`src/rtl/fft_adc_loader.sv`:
```
// -----------------------------------------------------------------------------
// fft_adc_loader
//   Frame loader placed directly in front of fft_top. Signed ADC samples are
//   written, in arrival order, into fft_top's four input RAM banks. A frame
//   holds 4*2**ADDR_W samples. After the last write of a frame the loader waits
//   START_GAP idle cycles, pulses oSTART for one cycle, and then discards
//   samples until fft_top's oRDY rises again.
//
// Ports
//   iCLK                 system clock, rising edge
//   iRESET               asynchronous active-low reset
//   iENABLE              1 = capture frames back to back; 0 = finish frame, idle
//   iDATA / iVALID       sample and its strobe
//   iFFT_RDY             fft_top oRDY level
//   oDATA                sample to fft_top iDATA
//   oADDR_WR_0..3        per-bank write addresses (hold value when not written)
//   oWE_0..3             per-bank write enables, one-hot or all zero
//   oSTART               single-cycle start pulse to fft_top
//   oBUSY                high whenever the loader is not idle
//   oDROP                one-cycle pulse per discarded sample
//   oDROP_CNT            (FFT_LOADER_DROP_CNT_EN only) saturating count of
//                        oDROP pulses, cleared on every oSTART
//
// Build option
//   FFT_LOADER_DROP_CNT_EN : adds the oDROP_CNT port and its counter.
//
// States
//   S_IDLE  | not capturing; iVALID ignored, no drops
//   S_FILL  | writing samples n = 0 .. frame-1 into the banks
//   S_GAP   | START_GAP idle cycles after the last write; samples dropped
//   S_START | issue the oSTART pulse; samples dropped
//   S_WAIT  | wait for a fresh rising edge of iFFT_RDY; samples dropped
// -----------------------------------------------------------------------------
module fft_adc_loader #(
    parameter int DATA_W    = 16,
    parameter int ADDR_W    = 9,
    parameter int START_GAP = 2     // legal range 1..15
) (
    input  logic              iCLK,
    input  logic              iRESET,
    input  logic              iENABLE,
    input  logic [DATA_W-1:0] iDATA,
    input  logic              iVALID,
    input  logic              iFFT_RDY,
    output logic [DATA_W-1:0] oDATA,
    output logic [ADDR_W-1:0] oADDR_WR_0,
    output logic [ADDR_W-1:0] oADDR_WR_1,
    output logic [ADDR_W-1:0] oADDR_WR_2,
    output logic [ADDR_W-1:0] oADDR_WR_3,
    output logic              oWE_0,
    output logic              oWE_1,
    output logic              oWE_2,
    output logic              oWE_3,
    output logic              oSTART,
    output logic              oBUSY,
    output logic              oDROP
`ifdef FFT_LOADER_DROP_CNT_EN
    ,
    output logic [15:0]       oDROP_CNT
`endif
);

    localparam int              N_W      = ADDR_W + 2;
    localparam logic [N_W-1:0]  N_LAST   = '1;
    localparam logic [3:0]      GAP_LOAD = 4'(START_GAP - 1);

    typedef enum logic [2:0] {
        S_IDLE,
        S_FILL,
        S_GAP,
        S_START,
        S_WAIT
    } state_t;

    state_t                     state_q, state_d;
    logic [N_W-1:0]             n_q, n_d;
    logic [3:0]                 gap_q, gap_d;
    logic [DATA_W-1:0]          data_q, data_d;
    logic [3:0][ADDR_W-1:0]     addr_q, addr_d;
    logic [3:0]                 we_q, we_d;
    logic                       start_q, start_d;
    logic                       busy_q, busy_d;
    logic                       drop_q, drop_d;
    logic                       rdy_q, rdy_d;
    logic [1:0]                 bank;
    logic                       rdy_rise;

    always_comb begin
        state_d  = state_q;
        n_d      = n_q;
        gap_d    = gap_q;
        data_d   = data_q;
        addr_d   = addr_q;
        we_d     = '0;
        start_d  = 1'b0;
        drop_d   = 1'b0;
        rdy_d    = iFFT_RDY;
        bank     = n_q[N_W-1:ADDR_W];
        // rdy_q tracks the level every cycle, so a level that was already
        // high before entering S_WAIT never looks like a rising edge.
        rdy_rise = iFFT_RDY & ~rdy_q;

        case (state_q)
            S_IDLE: begin
                if (iENABLE) begin
                    state_d = S_FILL;
                end
            end
            S_FILL: begin
                if (iVALID) begin
                    data_d       = iDATA;
                    addr_d[bank] = n_q[ADDR_W-1:0];
                    we_d[bank]   = 1'b1;
                    if (n_q == N_LAST) begin
                        n_d     = '0;
                        gap_d   = GAP_LOAD;
                        state_d = S_GAP;
                    end else begin
                        n_d = n_q + 1'b1;
                    end
                end
            end
            S_GAP: begin
                drop_d = iVALID;
                if (gap_q == 4'd0) begin
                    state_d = S_START;
                end else begin
                    gap_d = gap_q - 4'd1;
                end
            end
            S_START: begin
                drop_d  = iVALID;
                start_d = 1'b1;
                state_d = S_WAIT;
            end
            S_WAIT: begin
                drop_d = iVALID;
                if (rdy_rise) begin
                    state_d = iENABLE ? S_FILL : S_IDLE;
                end
            end
            default: begin
                state_d = S_IDLE;
            end
        endcase

        busy_d = (state_d != S_IDLE);
    end

`ifdef FFT_LOADER_DROP_CNT_EN
    logic [15:0] drop_cnt_q, drop_cnt_d;

    // A drop coinciding with the start pulse is the first one of the new count.
    always_comb begin
        drop_cnt_d = drop_cnt_q;
        if (start_d) begin
            drop_cnt_d = {15'd0, drop_d};
        end else if (drop_d && (drop_cnt_q != 16'hFFFF)) begin
            drop_cnt_d = drop_cnt_q + 16'd1;
        end
    end

    assign oDROP_CNT = drop_cnt_q;
`endif

    always_ff @(posedge iCLK or negedge iRESET) begin
        if (!iRESET) begin
            state_q    <= S_IDLE;
            n_q        <= '0;
            gap_q      <= '0;
            data_q     <= '0;
            addr_q     <= '0;
            we_q       <= '0;
            start_q    <= 1'b0;
            busy_q     <= 1'b0;
            drop_q     <= 1'b0;
            rdy_q      <= 1'b0;
`ifdef FFT_LOADER_DROP_CNT_EN
            drop_cnt_q <= '0;
`endif
        end else begin
            state_q    <= state_d;
            n_q        <= n_d;
            gap_q      <= gap_d;
            data_q     <= data_d;
            addr_q     <= addr_d;
            we_q       <= we_d;
            start_q    <= start_d;
            busy_q     <= busy_d;
            drop_q     <= drop_d;
            rdy_q      <= rdy_d;
`ifdef FFT_LOADER_DROP_CNT_EN
            drop_cnt_q <= drop_cnt_d;
`endif
        end
    end

    assign oDATA      = data_q;
    assign oADDR_WR_0 = addr_q[0];
    assign oADDR_WR_1 = addr_q[1];
    assign oADDR_WR_2 = addr_q[2];
    assign oADDR_WR_3 = addr_q[3];
    assign oWE_0      = we_q[0];
    assign oWE_1      = we_q[1];
    assign oWE_2      = we_q[2];
    assign oWE_3      = we_q[3];
    assign oSTART     = start_q;
    assign oBUSY      = busy_q;
    assign oDROP      = drop_q;

endmodule

```
`config.mk`:
```
export PLATFORM = sky130hd
export DESIGN_NAME = fft_adc_loader
export DESIGN_NICKNAME = d
export VERILOG_FILES = /design/src/rtl/fft_adc_loader.sv
export SDC_FILE = /design/constraint.sdc
export NUM_CORES = 1
export LEC_CHECK = 0
export CORE_AREA = 5 5 90 92
export CTS_BUF_LIST = sky130_fd_sc_hd__clkbuf_4 sky130_fd_sc_hd__clkbuf_8
export DETAILED_ROUTE_END_ITERATION = 8
export DIE_AREA = 0 0 95 97
export GPL_TIMING_DRIVEN = 0
export MAX_ROUTING_LAYER = met4
export PLACE_DENSITY_LB_ADDON = 0.08
export SYNTH_ARGS = -nofsm -noshare
export SYNTH_HDL_FRONTEND = slang
export SYNTH_SLANG_ARGS = --single-unit
```
`constraint.sdc`:
```
create_clock -name iCLK -period 2.5 [get_ports iCLK]
set_input_delay 0.25 -clock iCLK [delete_from_list [all_inputs] [get_ports iCLK]]
set_output_delay 0.25 -clock iCLK [all_outputs]
set_load 0.01 [all_outputs]
```
==> flow_summary.toml, run 1 <==
[floorplanning]
row_count = 31
io_pins = 80
start_util_pct = 44.4
dieArea_um2 = 9220
core_area_um2 = 7140
die_height_um = 97
fp.dieW_um = 95

[detailed_routing]
avgViaCountPerCell = 4.79
num_vias = 2175
drt_first_pass_iters = 4
drc_errors = 0
postRouteAntennaNets = 0
drtIter0Drc = 86
wl_um = 6660
routedWlPerCell_um = 14.7

[setup_path]
cp_data_arrival_time_ps = 2230
cp_top_family = "simple AND/OR/NAND/NOR gates"
required_ps = 2710
path_max_fanout = 9
worst-setup-path-type = "flip-flop to flip-flop"
crit_chain = "ha_1 > nand4_1 > nor4_4 > or2_2 > or4b_1"
start_kind = "flip-flop"
slowest_delay_ps = 500
path_buf_inv = 0
endpoint_kind = "flip-flop"
cp_slowest_cell = "or4b_1"

[placement]
routabilityCongestion = 0.839
portBuffers = 79
dp_hpwl_um = 4600

[final_layout]
final_core_util_pct = 60.6
syn_to_final_growth_pct = 36.3
finalNetCount = 374
drive_gt1_share_pct = 20.6
n_antenna_cell = 0
layout_common_cells = "dfrtp_1 (78), clkdlybuf4s50_1 (78), nand2_1 (57)"

[synthesis]
avgSynthCellArea_um2 = 12.3
synth-seq-cells = 78
synth.area.mux_share_pct = 12.4
syn_area_um2 = 3170
yosys.area_share.simple_pct = 17.1
synth-adder-area-share_pct = 1.18
synth_xor_xnor_area_share_pct = 2.49
ys_warn_count = 0
synth_compound_gate_area_share_pct = 2.76
synth_cell_types = 40
synth_top_family_by_area = "simple AND/OR/NAND/NOR gates"
synthesis.nets = 282
ys_seq_area_share_pct = 61.6
postSynthCellCount = 258

[global_routing]
grt_pass1_wl_um = 11200
antenna_found_initial = 0
overflow = 0
track_usage_pct = 15.9
first_global_vias = 2251
grt_max_degree = 41

[pwr]
p_per_area_nw_per_um2 = 669
power_leakage_uw = 0.00205
ir_drop_mv = 0.448

[clocking]
cts_made_buffers = 9
cts-root-buf = "clkbuf_8"
clk_path_buf_depth = 2
insertion_delay_ps = 340
h-tree-depth = 3
cts_tree = "done"
clk_pin_slew_ps = 80
cts_sinks = 78

[min_path]
hp-class = "primary input to flip-flop"

[timing]
drv_slew = 0
max_freq_mhz = 495
rsz0062_at_grt = "false"
finalHoldViolations = 0
setup_violations = 0
clock_skew_ps = 12.0
min_period_ps = 2020
setup_tns_ps = 0
slew_headroom_pct = 62.2
tightest_slew_ps = 566
period_share_pct = 80.7

[outcome]
status = "finished, final reports clean"

[flow_run]
maxCapViolations = 0
==> routing by layer <==
layer	up-vias	global-route usage, %	wire length [um]
li1	1054	-	-
met1	1053	22.2	3160
met2	57	22.7	3030
met3	11	3.34	341
met4	0	6.33	125
met5	-	-	0
==> cell families after synthesis <==
group                      count (synthesis)
AOI/OAI and AO/OA                         15
xor gates and xnor gates                   9
adders and majority gates                  3
buffers and inverters                     17
DFF                                       78
muxes                                     35
and+or+nand+nor                          101
==> sequential cells by signal, indices dropped and copies added (netlist names) <==
signal	count
gap_q	4
n_q	11
oADDR_WR_0	9
oADDR_WR_1	9
oADDR_WR_2	9
oADDR_WR_3	9
oBUSY	1
oDATA	16
oDROP	1
oSTART	1
rdy_q	1
state_q	3
we_q	4
==> path summary, 6_finish.rpt <==
kind / start / endpoint / slack [ps] / depth (start not counted)
setup / recovery: n_q[0] / oBUSY / 480 / 5
setup reg to reg: n_q[0] / oBUSY / 480 / 5
max in group asynchronous: iRESET / oADDR_WR_0[8] / 1490 / 3
hold / removal: iFFT_RDY / rdy_q / 400 / 1
hold reg to reg: oDATA[11] / oDATA[11] / 470 / 2
min in group asynchronous: iRESET / gap_q[3] / 420 / 2
==> cell usage after synthesis <==
cell type	instances	area share, %
dfrtp_1	78	62
nand2_1	57	6.7
mux2_2	35	12
nor2_1	8	0.95
inv_1	7	0.83
xor2_1	7	1.9
nand3_1	6	0.95
o21ai_0	6	0.95
buf_2	5	0.79
nor3_1	4	0.63
a21oi_1	3	0.47
ha_1	3	1.2
nor2b_1	3	0.59
nor4_1	3	0.59
or3b_2	3	0.83
and3_1	2	0.39
buf_4	2	0.47
nand4_1	2	0.39
o22ai_1	2	0.39
xnor2_1	2	0.55
a21o_1	1	0.24
a22o_1	1	0.28
a31oi_1	1	0.20
and2_1	1	0.20
and4bb_2	1	0.39
buf_1	1	0.12
clkbuf_1	1	0.12
clkbuf_2	1	0.16
nand2_2	1	0.20
nand3b_1	1	0.24
nand4_4	1	0.67
nand4bb_4	1	0.87
nor2_2	1	0.20
nor3_2	1	0.32
nor3_4	1	0.51
nor3b_1	1	0.24
nor4_4	1	0.67
o31ai_1	1	0.24
or2_2	1	0.20
or4b_1	1	0.32
==> repair_timing <==
action,in CTS,in global routing
hold endpoints to repair,39,0
resized for setup,0,0
buffers inserted,0,0
hold buffers,1,0
==> through the flow <==
step / setup slack (ps) / instance area [um^2] / hold WS (ps) / instances / total power, uW
6_report: 481 / 4320 / 396 / 454 / 2890
5_1_grt: 304 / 4320 / 396 / 454 / 3040
4_1_cts: 460 / 4320 / 378 / 454 / 2930
3_5_place_dp: 329 / 4100 / 262 / 437 / 1960
3_3_place_gp: -1650 / 4090 / 457 / 436 / 1940
2_1_floorplan: 685 / 3170 / -45.6 / 258 / 1690
==> worst reg2reg max path, stage by stage, from the launching register on <==
cell     delay, ps
dfrtp_1        490
ha_1           280
nand4_1        210
nor4_4         120
or2_2          300
or4b_1         500
==> where the power goes <==
group,leakage [uW],internal [uW],switching (uW)
clock network,0.000106,537,431
registers,0.00101,1370,80.2
logic,0.000933,243,231
total,0.00205,2150,742
==> area by class of cell <==
cell class	instances	area (um^2)
sequential	78	1950
fill	615	2820
inverter	7	26.3
multi-input combinational	163	1140
clock inverter	3	42.5
buffer	10	52.6
clock buffer	13	166
tap	99	124
timing repair buffer	81	818
(Power assumes the default switching activity.)
==> inputs of run 2 (changes only) <==
==> constraint.sdc (replaced) <==
create_clock -name iCLK -period 1.7 [get_ports iCLK]
set_input_delay 0.17 -clock iCLK [delete_from_list [all_inputs] [get_ports iCLK]]
set_output_delay 0.17 -clock iCLK [all_outputs]
set_load 0.01 [all_outputs]
==> run 2 against run 1 <==
Compared with the run above:
- the flow now finishes with violations (setup timing)
- sequential share of layout area is 2.6 points lower
- die area stayed put
- core utilization rose by 3.9 points
- highest routed layer unchanged
- sequential cell count unchanged
- worst setup slack got worse by 520 ps
- hold slack got worse by 110 ps
- via count rose by 2.2%
==> flow_summary.toml, run 2 (synthesis results as in run 1) <==
[setup_path]
cp_slowest_cell = "or4b_1"
cp_data_arrival_time_ps = 1950
path_buf_inv = 0
endpoint_kind = "flip-flop"
crit_chain = "ha_4 > nand4_1 > nor4_4 > or2_4 > or4b_1"
required_ps = 1910
path_max_fanout = 5
cp_top_family = "simple AND/OR/NAND/NOR gates"
slowest_delay_ps = 460
worst-setup-path-type = "flip-flop to flip-flop"
start_kind = "flip-flop"

[detailed_routing]
drtIter0Drc = 92
drt-met1-wl_um = 3140
maxUsedRoutingLayer = "met4"
postRouteAntennaNets = 0
wl_met3_um = 432
routedWlPerCell_um = 14.1
wl_met2_um = 3060
drc_errors = 0
wl_um = 6690
drt_first_pass_iters = 4
num_vias = 2222
avgViaCountPerCell = 4.69

[floorplanning]
dieArea_um2 = 9220
io_pins = 80
start_util_pct = 44.4
fp.dieW_um = 95
row_count = 31
core_area_um2 = 7140
die_height_um = 97

[final_layout]
syn_to_final_growth_pct = 45.2
final_core_util_pct = 64.5
layout_common_cells = "clkdlybuf4s50_1 (78), dfrtp_1 (72), nand2_1 (56)"
fin_area_um2 = 4600
drive_gt1_share_pct = 26.9
nFillCells = 593
final_common_cell = "clkdlybuf4s50_1"
final_cells = 474
n_antenna_cell = 0
finalNetCount = 394
largest_reg_flops = 16

[placement]
routabilityCongestion = 0.831
place_ws_ps = -402
dp_hpwl_um = 4490
placed_cells = 437
dpl_cell_area_um2 = 4120
portBuffers = 79

[clocking]
clk_pin_slew_ps = 80
cts_sinks = 78
insertion_delay_ps = 340
cts_made_buffers = 9
cts-root-buf = "clkbuf_8"
clk_path_buf_depth = 2
cts_tree = "done"
h-tree-depth = 3

[timing]
setup_tns_ps = -38.5
layout_setup_ws_ps = -38.5
finalHoldViolations = 0
clock_skew_ps = 8.42
tightest_slew_ps = 568
period_share_pct = 102
slew_headroom_pct = 62.1
max_freq_mhz = 575
min_period_ps = 1740
rsz0062_at_grt = "true"
setup_violations = 1
drv_slew = 0

[pwr]
p_per_area_nw_per_um2 = 1000
ir_drop_mv = 0.470
power_leakage_uw = 0.00221

[flow_run]
maxCapViolations = 0

[outcome]
status = "complete, but fails checks"
violations = "setup timing"

[global_routing]
track_usage_pct = 15.4
grt_max_degree = 52
grt_pass1_wl_um = 10900
overflow = 0
first_global_vias = 2236
antenna_found_initial = 0

[min_path]
hp-class = "primary input to async pin"
==> run 2: layout make-up <==
class / instances / area, um^2 / share of cell area, %
repair buffers: 101 / 1000 / 21.8
inverters: 7 / 26.3 / 0.571
flip-flops and latches: 78 / 1960 / 42.6
clock inverters: 6 / 110 / 2.39
multi-input cells: 163 / 1190 / 25.8
plain buffers: 10 / 62.6 / 1.36
well taps: 99 / 124 / 2.69
clock buffers: 10 / 131 / 2.85
==> run 2: final timing paths <==
kind                                start   endpoint  slack [ps]  cells after the start
worst min register to register  oDATA[14]  oDATA[14]         480                      2
worst max-delay path               n_q[1]      oBUSY         -40                      5
worst max register to register     n_q[1]      oBUSY         -40                      5
max in group asynchronous          iRESET     n_q[1]         830                      3
min in group iCLK                iFFT_RDY      rdy_q         310                      1
worst min-delay path               iRESET   gap_q[3]         280                      2
==> run 2: metal layers <==
metal / global-route usage, % / up-vias
met3: 4.65 / 7
met2: 22.0 / 70
li1: - / 1094
met1: 20.6 / 1051
met5: - / -
met4: 5.99 / 0
==> run 2: stage by stage <==
stage	power [uW]	hold slack, ps
3_3_place_gp	2870	457
6_report	4610	283
5_1_grt	4840	294
2_1_floorplan	2480	-126
3_5_place_dp	2890	113
4_1_cts	4590	286
==> run 2: repair_timing <==
action,CTS,global route
endpoints found under the setup margin,25,22
pin swaps,2,9
resized for setup,9,10
hold buffers,1,0
endpoints found under the hold margin,27,0
setup buffers,8,11
cloned,0,1
==> run 2: where the power goes <==
group | leakage (uW) | switching [uW] | internal, uW
Sequential | 0.00101 | 102 | 2020
Clock | 0.000116 | 656 | 989
Combinational | 0.00109 | 394 | 452
Total | 0.00221 | 1150 | 3460
==> variant 1: new RTL, settings of run 2 <==
The option `FFT_LOADER_DROP_CNT_EN` is turned on by a define.
--- a/src/rtl/fft_adc_loader.sv
+++ b/src/rtl/fft_adc_loader.sv
@@ -31,6 +31,8 @@
 //   S_START | issue the oSTART pulse; samples dropped
 //   S_WAIT  | wait for a fresh rising edge of iFFT_RDY; samples dropped
 // -----------------------------------------------------------------------------
+`define FFT_LOADER_DROP_CNT_EN
+
 module fft_adc_loader #(
     parameter int DATA_W    = 16,
     parameter int ADDR_W    = 9,
Function (old outputs only; new: oDROP_CNT): kept (Yosys induction, for registers that start in step).
==> variant 1 against run 2 <==
  * The run still ends with setup timing left
  * Power up 7.1%
  * Critical path type unchanged
  * Critical endpoint is now oDROP_CNT[13]$_DFFE_PN0P_
  * Worst setup slack worse by 0.11 ns
  * Sequential cell count increased by 16
  * Synthesized cell count increased by 41%
  * Routed wire length up 56%
  * Cell area is 29% higher
  * Highest routed layer unchanged
  * Area after synthesis increased by 30%
  * Combinational power is 2% lower
==> variant 1: results (changes against run 2) <==
.. list-table::
   :header-rows: 1

   * - Metric
     - Value
   * - Crit path arrival time
     - 2.14 ns (+0.19 ns)
   * - Violations in the final reports
     - setup timing
   * - DRT Pass-1 Iters
     - 5 (+1)
   * - Startpoint of the lowest-slack hold path
     - iFFT_RDY
   * - Leak pwr
     - 0.00272 uW (+23%)
   * - Worst voltage drop across the vdd grid
     - 0.668 mV (+42%)
   * - Layout net count
     - 524 (+33%)
   * - Number of distinct library cells after synthesis
     - 52 (+30%)
   * - Clock edge transition at the registers on the reported setup and hold paths
     - 0.10 ns (+0.02 ns)
   * - Placed wire-length estimate after detailed placement
     - 6.48 mm (+44%)
   * - Average vias per placed instance
     - 5.62 (+20%)
   * - RD Place Congestion
     - 0.856 (+3.1%)
   * - Relative max-transition margin
     - 0.575 (-0.0456)
   * - Most instantiated cells after synthesis
     - sky130_fd_sc_hd__dfrtp_1, sky130_fd_sc_hd__nand2_1, sky130_fd_sc_hd__mux2_2
   * - Type of destination of the critical path
     - flip-flop
   * - Least setup slack across all paths after layout
     - -0.153 ns (-0.115 ns)
   * - Worst hold path type
     - in -> reg
   * - Total GRT Usage
     - 0.227 (+0.0725)
   * - Count of input and output buffers
     - 95 (+20%)
   * - Drt wl/cell
     - 17.3 um (+23%)
   * - Endpoint of the worst-slack reg-to-reg timing path
     - oDROP_CNT[13]$_DFFE_PN0P_
   * - Final setup violation count
     - 13 (+12)
   * - Share of the yosys chip area belonging to registers
     - 0.573 (-0.0428)
   * - Outcome
     - finished with violations
   * - Fraction of final layout cells with drive strength greater than 1
     - 0.278 (+0.00844)
   * - Cell Area, Placed
     - 5220 um2 (+27%)
   * - Total of fill cells in the finished design
     - 429 (-28%)
   * - Count of warnings emitted by yosys
     - 0 (unchanged)
   * - Crit Reg-Reg Startpoint
     - state_q[0]$_DFF_PN0_
   * - Critical-path top delay cell
     - sky130_fd_sc_hd__or4_1
   * - Largest driver fanout on the critical path
     - 6 (+1)
   * - Synthesized netlist net count
     - 390 (+38%)
   * - Starting DRC count in detailed routing
     - 177 (+92%)
-- variant 1: cell types whose count changed in the layout (fill, tap and decap cells not counted), moves of 5 or more --
cell and change:
sky130_fd_sc_hd__mux2_4 +5, sky130_fd_sc_hd__clkdlybuf4s50_1 +16, sky130_fd_sc_hd__nand4_1 +5, sky130_fd_sc_hd__o31ai_1 +5, sky130_fd_sc_hd__dfrtp_1 +17, sky130_fd_sc_hd__nand3_1 +5, sky130_fd_sc_hd__buf_6 +6, sky130_fd_sc_hd__or4_1 +6
sky130_fd_sc_hd__nand2_1 +10, sky130_fd_sc_hd__buf_4 +8
-- variant 1: through the flow --
stage | hold slack [ns] | power, uW | util | setup TNS [ns] | std cells
after detailed placement | 0.227 | 3380 | 0.732 | -22.43 | 560
after global placement | 0.457 | 3340 | 0.728 | -290.32 | 559
after floorplan | -0.126 | 2930 | - | 0 | 365
after global routing | 0.283 | 5190 | 0.830 | -2.27 | 603
after CTS | 0.278 | 4950 | 0.797 | -0.340 | 596
final | 0.291 | 4940 | 0.830 | -0.964 | 603
-- variant 1: worst max-delay path, delay by kind of cell, from the launching register on --
kind | cells | cell delay (ns)
compound gates | 2 | 0.42
buf+inv | 1 | 0.13
flops | 1 | 0.40
simple gates | 2 | 0.85
-- variant 1: kinds of logic (layout without fill, tap and decap cells) --
group                    count (synthesis)  in the layout  share of synthesized area
multiplexers                            36             36                     0.0987
buffers and inverters                   28            167                     0.0293
XOR/XNOR                                11             11                     0.0235
AO/OA/AOI/OAI                           45             45                     0.0783
flip-flops                              94             94                      0.573
AND/OR/NAND/NOR                        147            147                      0.185
adder cells (fa/ha/maj)                  4              4                     0.0122
-- variant 1: metal layers --
metal | GRT usage | up-vias | share of wire
met5 | - | - | 0
met4 | 0.0855 | 0 | 0.019
met3 | 0.0372 | 18 | 0.049
met2 | 0.364 | 120 | 0.52
met1 | 0.287 | 1686 | 0.42
li1 | - | 1567 | -
-- variant 1: final cells by class --
type	instances	area, um2	area share
multi-input cells	243	1850	0.312
plain buffers	12	87.6	0.0148
inverters	11	41.3	0.00697
flip-flops and latches	94	2360	0.398
well taps	99	124	0.0209
clock buffers	10	131	0.0222
clock inverters	6	77.6	0.0131
repair buffers	128	1260	0.212
-- variant 1: power breakdown --
part	switching [uW]	leakage (uW)	total, uW	internal (uW)
Sequential	142	0.00122	2560	2420
Clock	823	0.000104	1550	726
Combinational	392	0.00140	827	435
-- variant 1: what timing repair did --
item                       CTS  global route
setup endpoints to repair   69            58
gates cloned                 0             1
gates resized for setup     30            39
pin swaps                   14            19
setup buffers               21             9
hold endpoints to repair    48             0
hold buffers                 1             0
==> variant 2: new RTL, flow settings as in run 2 <==
Without the edit above. `n_q`, `data_q`, `addr_q` and `we_q` no longer have a reset.
--- a/src/rtl/fft_adc_loader.sv
+++ b/src/rtl/fft_adc_loader.sv
@@ -166,11 +166,7 @@
     always_ff @(posedge iCLK or negedge iRESET) begin
         if (!iRESET) begin
             state_q    <= S_IDLE;
-            n_q        <= '0;
             gap_q      <= '0;
-            data_q     <= '0;
-            addr_q     <= '0;
-            we_q       <= '0;
             start_q    <= 1'b0;
             busy_q     <= 1'b0;
             drop_q     <= 1'b0;
@@ -180,11 +176,7 @@
 `endif
         end else begin
             state_q    <= state_d;
-            n_q        <= n_d;
             gap_q      <= gap_d;
-            data_q     <= data_d;
-            addr_q     <= addr_d;
-            we_q       <= we_d;
             start_q    <= start_d;
             busy_q     <= busy_d;
             drop_q     <= drop_d;
@@ -193,6 +185,13 @@
             drop_cnt_q <= drop_cnt_d;
 `endif
         end
+    end
+
+    always_ff @(posedge iCLK) begin
+        n_q    <= n_d;
+        data_q <= data_d;
+        addr_q <= addr_d;
+        we_q   <= we_d;
     end
 
     assign oDATA      = data_q;
Formal check against the unedited RTL: differs if iRESET is asserted again (counterexample within 4 cycles, from zero or initial values and one cycle with iRESET low); with iRESET held inactive, the same outputs for 10 cycles.
==> variant 2 against run 2 <==
  * The run still ends with setup timing left
  * Cell area down 8.4%
  * Combinational power up 4.1%
  * Critical path type unchanged
  * Hold slack worse by 0.13 ns
  * Worst setup slack better by 0.022 ns
  * Sequential cell count unchanged
  * Power up 4.4%
  * Critical path depth down 1
  * Routed wire length down 17%
  * Area after synthesis down 12%
==> variant 2: results (changes against run 2) <==
.. list-table::
   :header-rows: 1

   * - Metric
     - Value
   * - CTS HTree Levels
     - 3 (unchanged)
   * - Pin count of the biggest net entering global routing
     - 16 (-69%)
   * - Largest driver fanout on the critical path
     - 6 (+1)
   * - Number of global-route vias before repair
     - 1649 (-26%)
   * - Dominant cells by area after synthesis
     - sky130_fd_sc_hd__edfxtp_1, sky130_fd_sc_hd__dfrtp_1, sky130_fd_sc_hd__dfxtp_1
   * - Number of standard cells in the layout, taps in and fillers out
     - 380 (-20%)
   * - Max FFs per register
     - 16 (unchanged)
   * - Transition time at the pin with the least slew margin
     - 0.491 ns (-0.0772 ns)
   * - Critical path's largest stage delay
     - 0.39 ns (-0.07 ns)
   * - Final setup violation count
     - 13 (+12)
   * - Starting DRC count in detailed routing
     - 73 (-21%)
   * - Endpoint of the worst-slack reg-to-reg timing path
     - oADDR_WR_0[8]$_DFFE_PP_
   * - Least setup slack across all paths after layout
     - -0.0164 ns (+0.0221 ns)
   * - Layout net count
     - 301 (-24%)
   * - Share of flip-flops with an asynchronous set or reset after synthesis
     - 0.141 (-0.859)
   * - Worst voltage drop across the vdd grid
     - 0.497 mV (+5.7%)
   * - Worst hold margin
     - 0.157 ns (-0.126 ns)
   * - Number of distinct library cells after synthesis
     - 34 (-15%)
   * - Placed wire-length estimate after detailed placement
     - 3.50 mm (-22%)
   * - Cell Area, Placed
     - 3750 um2 (-8.9%)
   * - Most instantiated cells after synthesis
     - sky130_fd_sc_hd__edfxtp_1, sky130_fd_sc_hd__nor2_1, sky130_fd_sc_hd__dfrtp_1
   * - Setup TNS Final
     - -0.0767 ns (-0.0382 ns)
   * - First-pass GRT wire length
     - 8.42 mm (-23%)
   * - Fraction of final layout cells with drive strength greater than 1
     - 0.214 (-0.0558)
   * - Total GRT Usage
     - 0.126 (-0.0279)
   * - Violations in the final reports
     - setup timing
   * - Drt wl/cell
     - 14.6 um (+3.6%)
   * - Number of enable flip-flop cells after synthesis
     - 63 (+63)
   * - Crit Reg-Reg Startpoint
     - state_q[1]$_DFF_PN0_
   * - Top flip-flop cell by instance count after synthesis
     - sky130_fd_sc_hd__edfxtp_1
   * - Outcome
     - finished with violations
   * - RD Place Congestion
     - 0.722 (-13%)
   * - Critical-path top delay cell
     - sky130_fd_sc_hd__or3b_1
   * - Leak pwr
     - 0.00155 uW (-30%)
   * - Number of placed cells counting well taps
     - 340 (-22%)
   * - R2R depth
     - 4 (-1)
   * - Clock edge transition at the registers on the reported setup and hold paths
     - 0.07 ns
   * - Mean post-synth cell area
     - 17.2 um2 (+40%)
   * - Synthesized netlist net count
     - 186 (-34%)
   * - Overall via count from detail_route
     - 1702 (-23%)
   * - Post-Route Skew
     - 0.00631 ns (-0.00211 ns)
   * - Crit path arrival time
     - 1.77 ns (-0.18 ns)
-- variant 2: cell type report --
| cell class | instances | area (um2) |
|---|---|---|
| Buffer | 4 | 28.8 |
| Clock buffer | 11 | 139 |
| Clock inverter | 4 | 72.6 |
| Fill cell | 588 | 2920 |
| Inverter | 5 | 18.8 |
| Multi-Input combinational cell | 76 | 572 |
| Sequential cell | 78 | 2250 |
| Tap cell | 99 | 124 |
| Timing Repair Buffer | 103 | 1010 |
-- variant 2: cell families after synthesis --
family	after synthesis	synth area share
compound gates	8	0.0188
xor+xnor	11	0.0345
fa+ha+maj	3	0.0134
buf+inv	9	0.0161
flops	78	0.804
simple gates	53	0.113
-- variant 2: power by group --
group          internal [uW]  switching, uW
logic                    466            416
registers               2360           95.2
clock network            850            621
-- variant 2: routing by layer --
metal,wire (um),GRT usage
met1,2350,0.150
met2,2740,0.193
met3,399,0.0419
met4,68,0.0599
met5,0,-
-- variant 2: how the worst max path moves through the flow --
stage	to
after floorplan	oADDR_WR_2[0]$_DFFE_PP_
after global placement	oADDR_WR_0[5]$_DFFE_PP_
after detailed placement	oADDR_WR_0[5]$_DFFE_PP_
after CTS	oADDR_WR_1[0]$_DFFE_PP_
after global routing	oADDR_WR_1[3]$_DFFE_PP_
final	oADDR_WR_0[8]$_DFFE_PP_
-- variant 2: timing repair --
| item | CTS | global route |
|---|---|---|
| resized for setup | 3 | 4 |
| cloned | 1 | 0 |
| pin swaps | 5 | 3 |
| setup buffers | 15 | 9 |
| endpoints found under the setup margin | 77 | 47 |
| hold buffers | 0 | 0 |
-- variant 2: through the flow --
stage | total power, uW | setup slack, ns
2_1_floorplan | 2850 | -0.198
6_report | 4810 | -0.0164
5_1_grt | 5020 | -0.0590
4_1_cts | 4780 | -0.0124
3_5_place_dp | 3210 | -0.719
3_3_place_gp | 3200 | -0.720
-- variant 2: worst max-delay path, delay by kind of cell (launching register included) --
kind	cells	cell delay (ns)
and+or+nand+nor	2	0.68
buffers and inverters	2	0.37
DFF	1	0.38
